$ cat config.mk
export PLATFORM = sky130hd
export DESIGN_NAME = muldiv_iter
export DESIGN_NICKNAME = d
export VERILOG_FILES = /design/src/rtl/muldiv_iter.sv
export SDC_FILE = /design/constraint.sdc
export NUM_CORES = 1
export LEC_CHECK = 0
export BUFFER_PORTS_ARGS = -buffer_cell sky130_fd_sc_hd__buf_2
export CORE_UTILIZATION = 55
export DETAILED_ROUTE_END_ITERATION = 12
export PLACE_DENSITY = 0.78
export SLEW_MARGIN = 40
export SYNTH_ARGS = -nofsm -noshare
export SYNTH_HDL_FRONTEND = slang
export SYNTH_SLANG_ARGS = --single-unit
$ cat constraint.sdc
create_clock -name clk -period 5.65 [get_ports clk]
set_clock_uncertainty 0.1 [all_clocks]
set_input_delay 0.2825 -clock clk [delete_from_list [all_inputs] [get_ports clk]]
set_output_delay 0.2825 -clock clk [all_outputs]
set_load 0.02 [all_outputs]
$ cat src/rtl/muldiv_iter.sv
// Iterative RISC-V M-extension multiply/divide unit with a start/done handshake.
// Fixed latency: PREP + N CALC cycles + FIX + DONE, where N = WIDTH/UNROLL.
module muldiv_iter #(
  parameter int unsigned WIDTH  = 32,
  parameter int unsigned UNROLL = 1
) (
  input  logic             clk,
  input  logic             reset,
  input  logic             start,
  input  logic             kill,
  input  logic [2:0]       funct3,
  input  logic [WIDTH-1:0] a,
  input  logic [WIDTH-1:0] b,
  output logic             busy,
  output logic             done,
  output logic [WIDTH-1:0] result
);

  localparam int unsigned N  = WIDTH / UNROLL;
  localparam int unsigned CW = $clog2(N + 1);
  localparam int unsigned W2 = 2 * WIDTH;

  localparam logic [2:0] S_IDLE = 3'd0;
  localparam logic [2:0] S_PREP = 3'd1;
  localparam logic [2:0] S_CALC = 3'd2;
  localparam logic [2:0] S_FIX  = 3'd3;
  localparam logic [2:0] S_DONE = 3'd4;

  logic [2:0]       r_state, w_next_state;
  logic [WIDTH-1:0] r_a, r_b, r_mag, r_hi, r_lo, r_result;
  logic [2:0]       r_op;
  logic             r_sa, r_sb, r_div_zero, r_div_ovf, r_busy, r_done;
  logic [CW-1:0]    r_cnt;

  logic             w_accept, w_is_div, w_a_signed, w_b_signed, w_sa, w_sb;
  logic [WIDTH-1:0] w_a_mag, w_b_mag, w_hi, w_lo, w_quo, w_rem, w_fix;
  logic [WIDTH:0]   w_sum, w_tmp;
  logic [W2-1:0]    w_prod, w_prod_s;

  assign w_accept = start && !kill && (r_state == S_IDLE || r_state == S_DONE);

  // Next-state logic; kill overrides everything, including a same-cycle start.
  always_comb begin
    w_next_state = r_state;
    if (kill) begin
      w_next_state = S_IDLE;
    end else begin
      case (r_state)
        S_IDLE:  if (start) w_next_state = S_PREP;
        S_PREP:  w_next_state = S_CALC;
        S_CALC:  if (r_cnt == CW'(1)) w_next_state = S_FIX;
        S_FIX:   w_next_state = S_DONE;
        S_DONE:  w_next_state = start ? S_PREP : S_IDLE;
        default: w_next_state = S_IDLE;
      endcase
    end
  end

  always_ff @(posedge clk or posedge reset) begin
    if (reset) begin
      r_state <= S_IDLE;
      r_busy  <= 1'b0;
      r_done  <= 1'b0;
    end else begin
      r_state <= w_next_state;
      r_busy  <= (w_next_state == S_PREP) || (w_next_state == S_CALC) ||
                 (w_next_state == S_FIX);
      r_done  <= (w_next_state == S_DONE);
    end
  end

  // Operand signedness and magnitudes, evaluated in PREP from the latched operands.
  always_comb begin
    w_is_div   = r_op[2];
    w_a_signed = (r_op == 3'b000) || (r_op == 3'b001) || (r_op == 3'b010) ||
                 (r_op == 3'b100) || (r_op == 3'b110);
    w_b_signed = (r_op == 3'b000) || (r_op == 3'b001) ||
                 (r_op == 3'b100) || (r_op == 3'b110);
    w_sa       = w_a_signed && r_a[WIDTH-1];
    w_sb       = w_b_signed && r_b[WIDTH-1];
    w_a_mag    = w_sa ? (~r_a + WIDTH'(1)) : r_a;
    w_b_mag    = w_sb ? (~r_b + WIDTH'(1)) : r_b;
  end

  // UNROLL shift-add (multiply) or restoring-division steps per CALC cycle.
  always_comb begin
    w_hi  = r_hi;
    w_lo  = r_lo;
    w_sum = '0;
    w_tmp = '0;
    for (int i = 0; i < int'(UNROLL); i++) begin
      if (r_op[2]) begin
        w_tmp = {w_hi, w_lo[WIDTH-1]};
        w_lo  = {w_lo[WIDTH-2:0], 1'b0};
        if (w_tmp >= {1'b0, r_mag}) begin
          w_tmp = w_tmp - {1'b0, r_mag};
          w_lo  = {w_lo[WIDTH-1:1], 1'b1};
        end
        w_hi = w_tmp[WIDTH-1:0];
      end else begin
        w_sum = {1'b0, w_hi} + (w_lo[0] ? {1'b0, r_mag} : '0);
        w_lo  = {w_sum[0], w_lo[WIDTH-1:1]};
        w_hi  = w_sum[WIDTH:1];
      end
    end
  end

  // Sign correction and divide special cases applied in FIX.
  always_comb begin
    w_prod   = {r_hi, r_lo};
    w_prod_s = (r_sa ^ r_sb) ? (~w_prod + W2'(1)) : w_prod;
    w_quo    = (r_sa ^ r_sb) ? (~r_lo + WIDTH'(1)) : r_lo;
    w_rem    = r_sa ? (~r_hi + WIDTH'(1)) : r_hi;
    case (r_op)
      3'b000:                 w_fix = w_prod_s[WIDTH-1:0];
      3'b001, 3'b010, 3'b011: w_fix = w_prod_s[W2-1:WIDTH];
      3'b100, 3'b101:         w_fix = r_div_zero ? '1 : (r_div_ovf ? r_a : w_quo);
      default:                w_fix = r_div_zero ? r_a : (r_div_ovf ? '0 : w_rem);
    endcase
  end

  always_ff @(posedge clk or posedge reset) begin
    if (reset) begin
      r_a        <= '0;
      r_b        <= '0;
      r_op       <= '0;
      r_sa       <= 1'b0;
      r_sb       <= 1'b0;
      r_div_zero <= 1'b0;
      r_div_ovf  <= 1'b0;
      r_mag      <= '0;
      r_hi       <= '0;
      r_lo       <= '0;
      r_cnt      <= '0;
      r_result   <= '0;
    end else begin
      if (w_accept) begin
        r_a  <= a;
        r_b  <= b;
        r_op <= funct3;
      end
      if (!kill) begin
        case (r_state)
          S_PREP: begin
            r_sa       <= w_sa;
            r_sb       <= w_sb;
            r_div_zero <= (r_b == '0);
            r_div_ovf  <= w_is_div && !r_op[0] &&
                          (r_a == {1'b1, {(WIDTH-1){1'b0}}}) && (r_b == '1);
            r_mag      <= w_is_div ? w_b_mag : w_a_mag;
            r_lo       <= w_is_div ? w_a_mag : w_b_mag;
            r_hi       <= '0;
            r_cnt      <= CW'(N);
          end
          S_CALC: begin
            r_hi  <= w_hi;
            r_lo  <= w_lo;
            r_cnt <= r_cnt - CW'(1);
          end
          S_FIX:   r_result <= w_fix;
          default: ;
        endcase
      end
    end
  end

  assign busy   = r_busy;
  assign done   = r_done;
  assign result = r_result;

endmodule

# Yosys cells after proc, flatten, opt, wreduce, memory -nomap -nowiden
# Index checks and enable logic that the tools add are counted.
totals:
  word_cells: 100
  inputBits: 71
  register_bits: 210
op_classes:
  eq_ne: 17
  bitwise_logic: 7
  n_addsub: 8
  reduce_logical: 27
  n_lt_le_gt_ge: 1
  muxes: 25
ops:
  columns: ["operator", "n"]
  rows:
  - ["32-bit two-way mux", 14]
  - ["32-bit by 1-bit adder with 32-bit output, second input constant", 4]
  - ["32-bit inverter", 4]
  - ["32-bit case mux with 2 select lines", 2]
  - ["32-bit case mux with 3 select lines", 1]
  - ["64-bit by 1-bit adder with 64-bit output, second input constant", 1]
  - ["32-bit equality test, second input constant", 2]
  - ["64-bit two-way mux", 1]
  - ["64-bit inverter", 1]
  - ["32-bit by 32-bit adder with 33-bit output", 1]
  - ["33-bit by 32-bit greater-or-equal comparator with 1-bit output", 1]
  - ["32-bit zero test", 1]
  - ["32-bit subtractor", 1]
  - ["3-bit by 2-bit equality test with 1-bit output, second input constant", 6]
  - ["3-bit equality test, second input constant", 5]
  - ["3-bit case mux with 5 select lines", 1]
  - ["6-bit case mux with 2 select lines", 1]
  - ["3-bit by 1-bit equality test with 1-bit output, second input constant", 3]
  - ["1-bit logical OR", 9]
  - ["3-bit two-way mux", 3]
  - ["1-bit logical AND", 7]
  - ["6-bit by 1-bit equality test with 1-bit output, second input constant", 1]
  - ["3-bit zero test", 2]
  - ["2-bit AND reduction", 3]
  - ["8 further kinds", 10]

# Longest topological paths before layout
depth:
  depth_word: 9
  mapped_depth: 15
  ltp_nobuf: 13

# Worst setup path before layout
# No wires, ideal clock.
synth_path:
  path_type: "register to register"
  from: "reg r_lo[31]"
  to: "reg r_hi[30]"
  path_buffers: 0
  arrival_ns: 3.220
  stages_incl_launch_ff: 14
  synth_period_minus_slack_ns: 3.420
  slack_ns: 2.230
  t_required_ns: 5.451
  cell_sequence: "dfrtp_1 > inv_1 > ha_1 > inv_1 > fa_1 > a21o_1 > a221oi_1 > o21ai_0 > a221oi_1 > nand2_1 > a2111oi_0 > nor2_1 > xnor2_1 > a311oi_1"
synth_via:
  elab_chain_len: 4
  word_cells_on_any_way: 5
synth_lines:
  columns: ["element", "line_no", "source"]
  rows:
  - ["from (decl)", "30", "logic [WIDTH-1:0] r_a, r_b, r_mag, r_hi, r_lo, r_result;"]
  - ["from (signal assigned)", "151", "r_lo <= w_is_div ? w_a_mag : w_b_mag;"]
  - ["from (signal assigned)", "157", "r_lo <= w_lo;"]
  - ["32-bit subtractor or 33-bit by 32-bit greater-or-equal comparator with 1-bit output (tied branches)", "96, 95", null]
  - ["32-bit two-way mux (*)", "95", "if (w_tmp >= {1'b0, r_mag}) begin"]
  - ["32-bit two-way mux (*)", "92", "if (r_op[2]) begin"]
  - ["32-bit case mux with 2 select lines (*)", "143", "case (r_state)"]
  - ["to (signal assigned)", "156", "r_hi <= w_hi;"]
  - ["to (decl)", "30", null]
# Mark *: on every way between the ends. The rest lies on a longest branch, timed or not.
# A chain may end at the register's enable or synchronous reset.

# Final worst setup path
layout_path:
  from: "reg r_lo[0]"
  to: "reg r_hi[30]"
layout_via:
  elab_chain_len: 4
layout_lines:
  columns: ["element", "line_no", "source"]
  rows:
  - ["32-bit two-way mux", "101", "w_sum = {1'b0, w_hi} + (w_lo[0] ? {1'b0, r_mag} : '0);"]
  - ["32-bit by 32-bit adder with 33-bit output", "101", null]
  - ["32-bit two-way mux", "92", null]
  - ["32-bit case mux with 2 select lines", "143", null]
# Every way passes these cells.

==> impl_metrics.env <==
export IMPL_grt_pass1_vias=16740
export IMPL_synth_seq_area_share_pct=29.93
export IMPL_yosysWarnings=0
export IMPL_p_int_mw=6.047
export IMPL_clock_sinks=210
export IMPL_area_growth_syn_to_layout_pct=13.58
export IMPL_drc=0
export IMPL_syn_avg_cell_area_um2=8.050
export IMPL_fin_crit_sh_pct=74.29
export IMPL_syn_area_um2=17560
export IMPL_swShare_pct=52.79
export IMPL_required_ns=5.95
export IMPL_ir_worst_vdd_uv=332.7
export IMPL_slew_limit_headroom_pct=41.38
export IMPL_first_pass_iters=6
export IMPL_critPathLaunchType="flop"
export IMPL_seq_power_share_pct=24.6
export IMPL_row_count=65
export IMPL_crit_start="r_lo[0]"
export IMPL_synthesis_nets=2325
export IMPL_synth_main_ff_cell="dfrtp_1"
export IMPL_clk_latency_ns=0.58
export IMPL_cp_max_fo=17
export IMPL_dp_hpwl_um=50500
export IMPL_status="finished, final reports clean"
export IMPL_rsz0062_at_grt="false"
export IMPL_p_total_mw=12.81
export IMPL_worst_pin_slew_ns=0.8726
export IMPL_die_h_um=180.7
export IMPL_clock_path_buffers=3
export IMPL_yosysMostFrequentCell="nand2_1"
export IMPL_core_area_um2=31470
export IMPL_critPathKind="reg2reg"
export IMPL_cts_resized_gates=0
export IMPL_vias_per_cell=6.757
export IMPL_grt_max_degree=83
export IMPL_synth_edff_count=0
export IMPL_finalSetupViolCount=0
export IMPL_worstPathCellList="inv_1, buf_4, nor2_1, ha_1, a2111oi_0, o21ai_0, o22ai_1, nand3_1, o21ai_0, o21ai_0, and4b_1, nor4_1, a311oi_1"
export IMPL_synth_distinct_cells=83
export IMPL_dieArea_um2=32640
export IMPL_switchingPower_mw=6.761
export IMPL_nNetsFinal=2403
export IMPL_grt_pass1_wl_um=104100
export IMPL_synth_top_area_share_pct=29.93
export IMPL_numCtsBuffers=25
export IMPL_post_route_min_period_ns=4.197
export IMPL_combinationalPowerShare_pct=62.1
export IMPL_route_vias_total=18100
export IMPL_io_pins=105
export IMPL_ys_top_cells_by_count="214 x nand2_1, 210 x dfrtp_1, 206 x nor2_1"
export IMPL_cts_tree="yes"
export IMPL_synth_async_sr_flop_share_pct=100.0
export IMPL_place_gp_congestion=0.9974
export IMPL_grt_usage_pct=42.14
export IMPL_htreeDepth=1
export IMPL_tns_ns=0
export IMPL_drtIter0Drc=2539
export IMPL_p_per_area_nw_per_um2=642.3
export IMPL_totalWireLength_um=69620
export IMPL_yosysTopAreaCell="dfrtp_1"
export IMPL_r2r_slack_ns=1.45
export IMPL_die_w_um=180.7
export IMPL_hold_slack_ns=0.1171
export IMPL_leakage_nw=8.503
export IMPL_place_inst=2563
export IMPL_clk_pin_slew_ns=0.07
export IMPL_port_buffers=104
export IMPL_slew_viol_final=0
export IMPL_cap_violations=0
export IMPL_cp_end_kind="flop"
export IMPL_max_stage_delay_ns=0.50
export IMPL_stdcell_count=2679
export IMPL_r2r_start="r_lo[0]"
export IMPL_clock_fmax_mhz=238.2
export IMPL_syn_inst=2181
export IMPL_hp_start="start"
export IMPL_antenna_found_initial=0
export IMPL_post_cts_buffers=0
export IMPL_wire_per_inst_um=25.99
export IMPL_drive_gt1_share_pct=12.91
export IMPL_cpMostUsedCell="o21ai_0"
export IMPL_arrival_ns=4.50
export IMPL_p_clk_share_pct=13.2
export IMPL_grt_ovfl_total=0
export IMPL_crit_slowest_cell="dfrtp_1"
export IMPL_start_util_pct=55.79
export IMPL_ys_top_cells_by_area="dfrtp_1 30%, xnor2_1 7.1%, o21ai_0 5.3%"
export IMPL_drtAntennaViolNets=0
export IMPL_antennaDiodeCount=0
export IMPL_ys_ff_latch=210
export IMPL_cts_root_buf="clkbuf_16"
export IMPL_final_hold_viol_count=0
export IMPL_hold_path_class="in2reg"
## per-layer routing
layer	wire (µm)	part of all wire (%)	GRT usage [%]
met1	28540	41	58.49
met2	28030	40	58.39
met3	9236	13	13.66
met4	3815	5.5	20.99
met5	0	0	0
## worst max-delay path, delay by kind of cell, from the launching register on
kind / cells / cell delay, ns
AO/OA/AOI/OAI: 6 / 1.52
buffers and inverters: 2 / 0.75
AND/OR/NAND/NOR: 4 / 0.75
flip-flops: 1 / 0.50
adder cells (fa/ha/maj): 1 / 0.40
## logic make-up after synthesis
kind of cell / share of synthesized area [%]
AOI/OAI and AO/OA: 25.88
buffers and inverters: 5.245
xor gates and xnor gates: 10.38
DFF: 29.93
and+or+nand+nor: 17.46
muxes: 5.822
adders and majority gates: 5.288
## stage by stage
step                      setup slack, ns  util, %  area [µm²]
after floorplan                     2.230        -       17560
after global placement              1.563    58.12       18290
after detailed placement            1.471    58.23       18330
after CTS                           1.439    63.10       19860
after global routing                1.035    63.36       19940
final                               1.453    63.36       19940
## power groups by stage
| stage | clock network (mW) | registers [mW] | logic [mW] |
|---|---|---|---|
| after floorplan | 0 | 2.64 | 5.56 |
| after global placement | 0 | 3.08 | 7.51 |
| after detailed placement | 0 | 3.11 | 7.53 |
| after CTS | 1.70 | 3.08 | 7.63 |
| after global routing | 1.76 | 3.18 | 8.53 |
| final | 1.70 | 3.16 | 7.96 |
## flip-flops by register name, indices dropped and copies added (netlist names)
| signal | cells |
|---|---|
| busy | 1 |
| done | 1 |
| r_a | 32 |
| r_b | 32 |
| r_cnt | 6 |
| r_div_ovf | 1 |
| r_div_zero | 1 |
| r_hi | 32 |
| r_lo | 32 |
| r_mag | 32 |
| r_op | 3 |
| r_sa | 1 |
| r_sb | 1 |
| r_state | 3 |
| result | 32 |
## worst paths after layout
check	to	depth (start not counted)
hold / removal	r_state[0]	4
hold reg to reg	result[24]	2
setup reg to reg	r_hi[30]	13
min in group asynchronous	result[10]	3
max in group asynchronous	r_hi[20]	4
setup / recovery	r_hi[30]	13
## cells in the final DEF, fill, tap and decap left out, types with 16 or more instances in the layout
cell / n
o31ai_1: 44
dlygate4sd3_1: 69
nor4_1: 17
nand2_1: 214
ha_1: 71
a21o_1: 28
a21oi_1: 175
or3_1: 18
nor2_1: 201
nand3_1: 35
buf_4: 35
clkbuf_16: 25
buf_2: 104
o21ai_0: 185
nand4_1: 19
or4_1: 16
a211oi_1: 34
o211ai_1: 28
xor2_1: 64
nor3_1: 51
mux2_2: 59
o221ai_1: 24
dfrtp_1: 209
mux2i_1: 29
a31oi_1: 23
a221oi_1: 41
inv_1: 73
xnor2_1: 142
## area by class of cell
type / count / area [µm²]
multi-input cells: 1732 / 11480
clock buffers: 37 / 730.7
well taps: 402 / 503.0
flip-flops and latches: 210 / 5259
repair buffers: 214 / 1570
fillers: 2697 / 11530
inverters: 76 / 289.0
clock inverters: 8 / 111.4
## timing repair
| action | CTS | global route |
|---|---|---|
| hold buffers | 69 | 0 |
| endpoints found under the setup margin | 0 | 0 |
| endpoints found under the hold margin | 101 | 0 |
No activity file was read; power rests on OpenSTA's default activity.
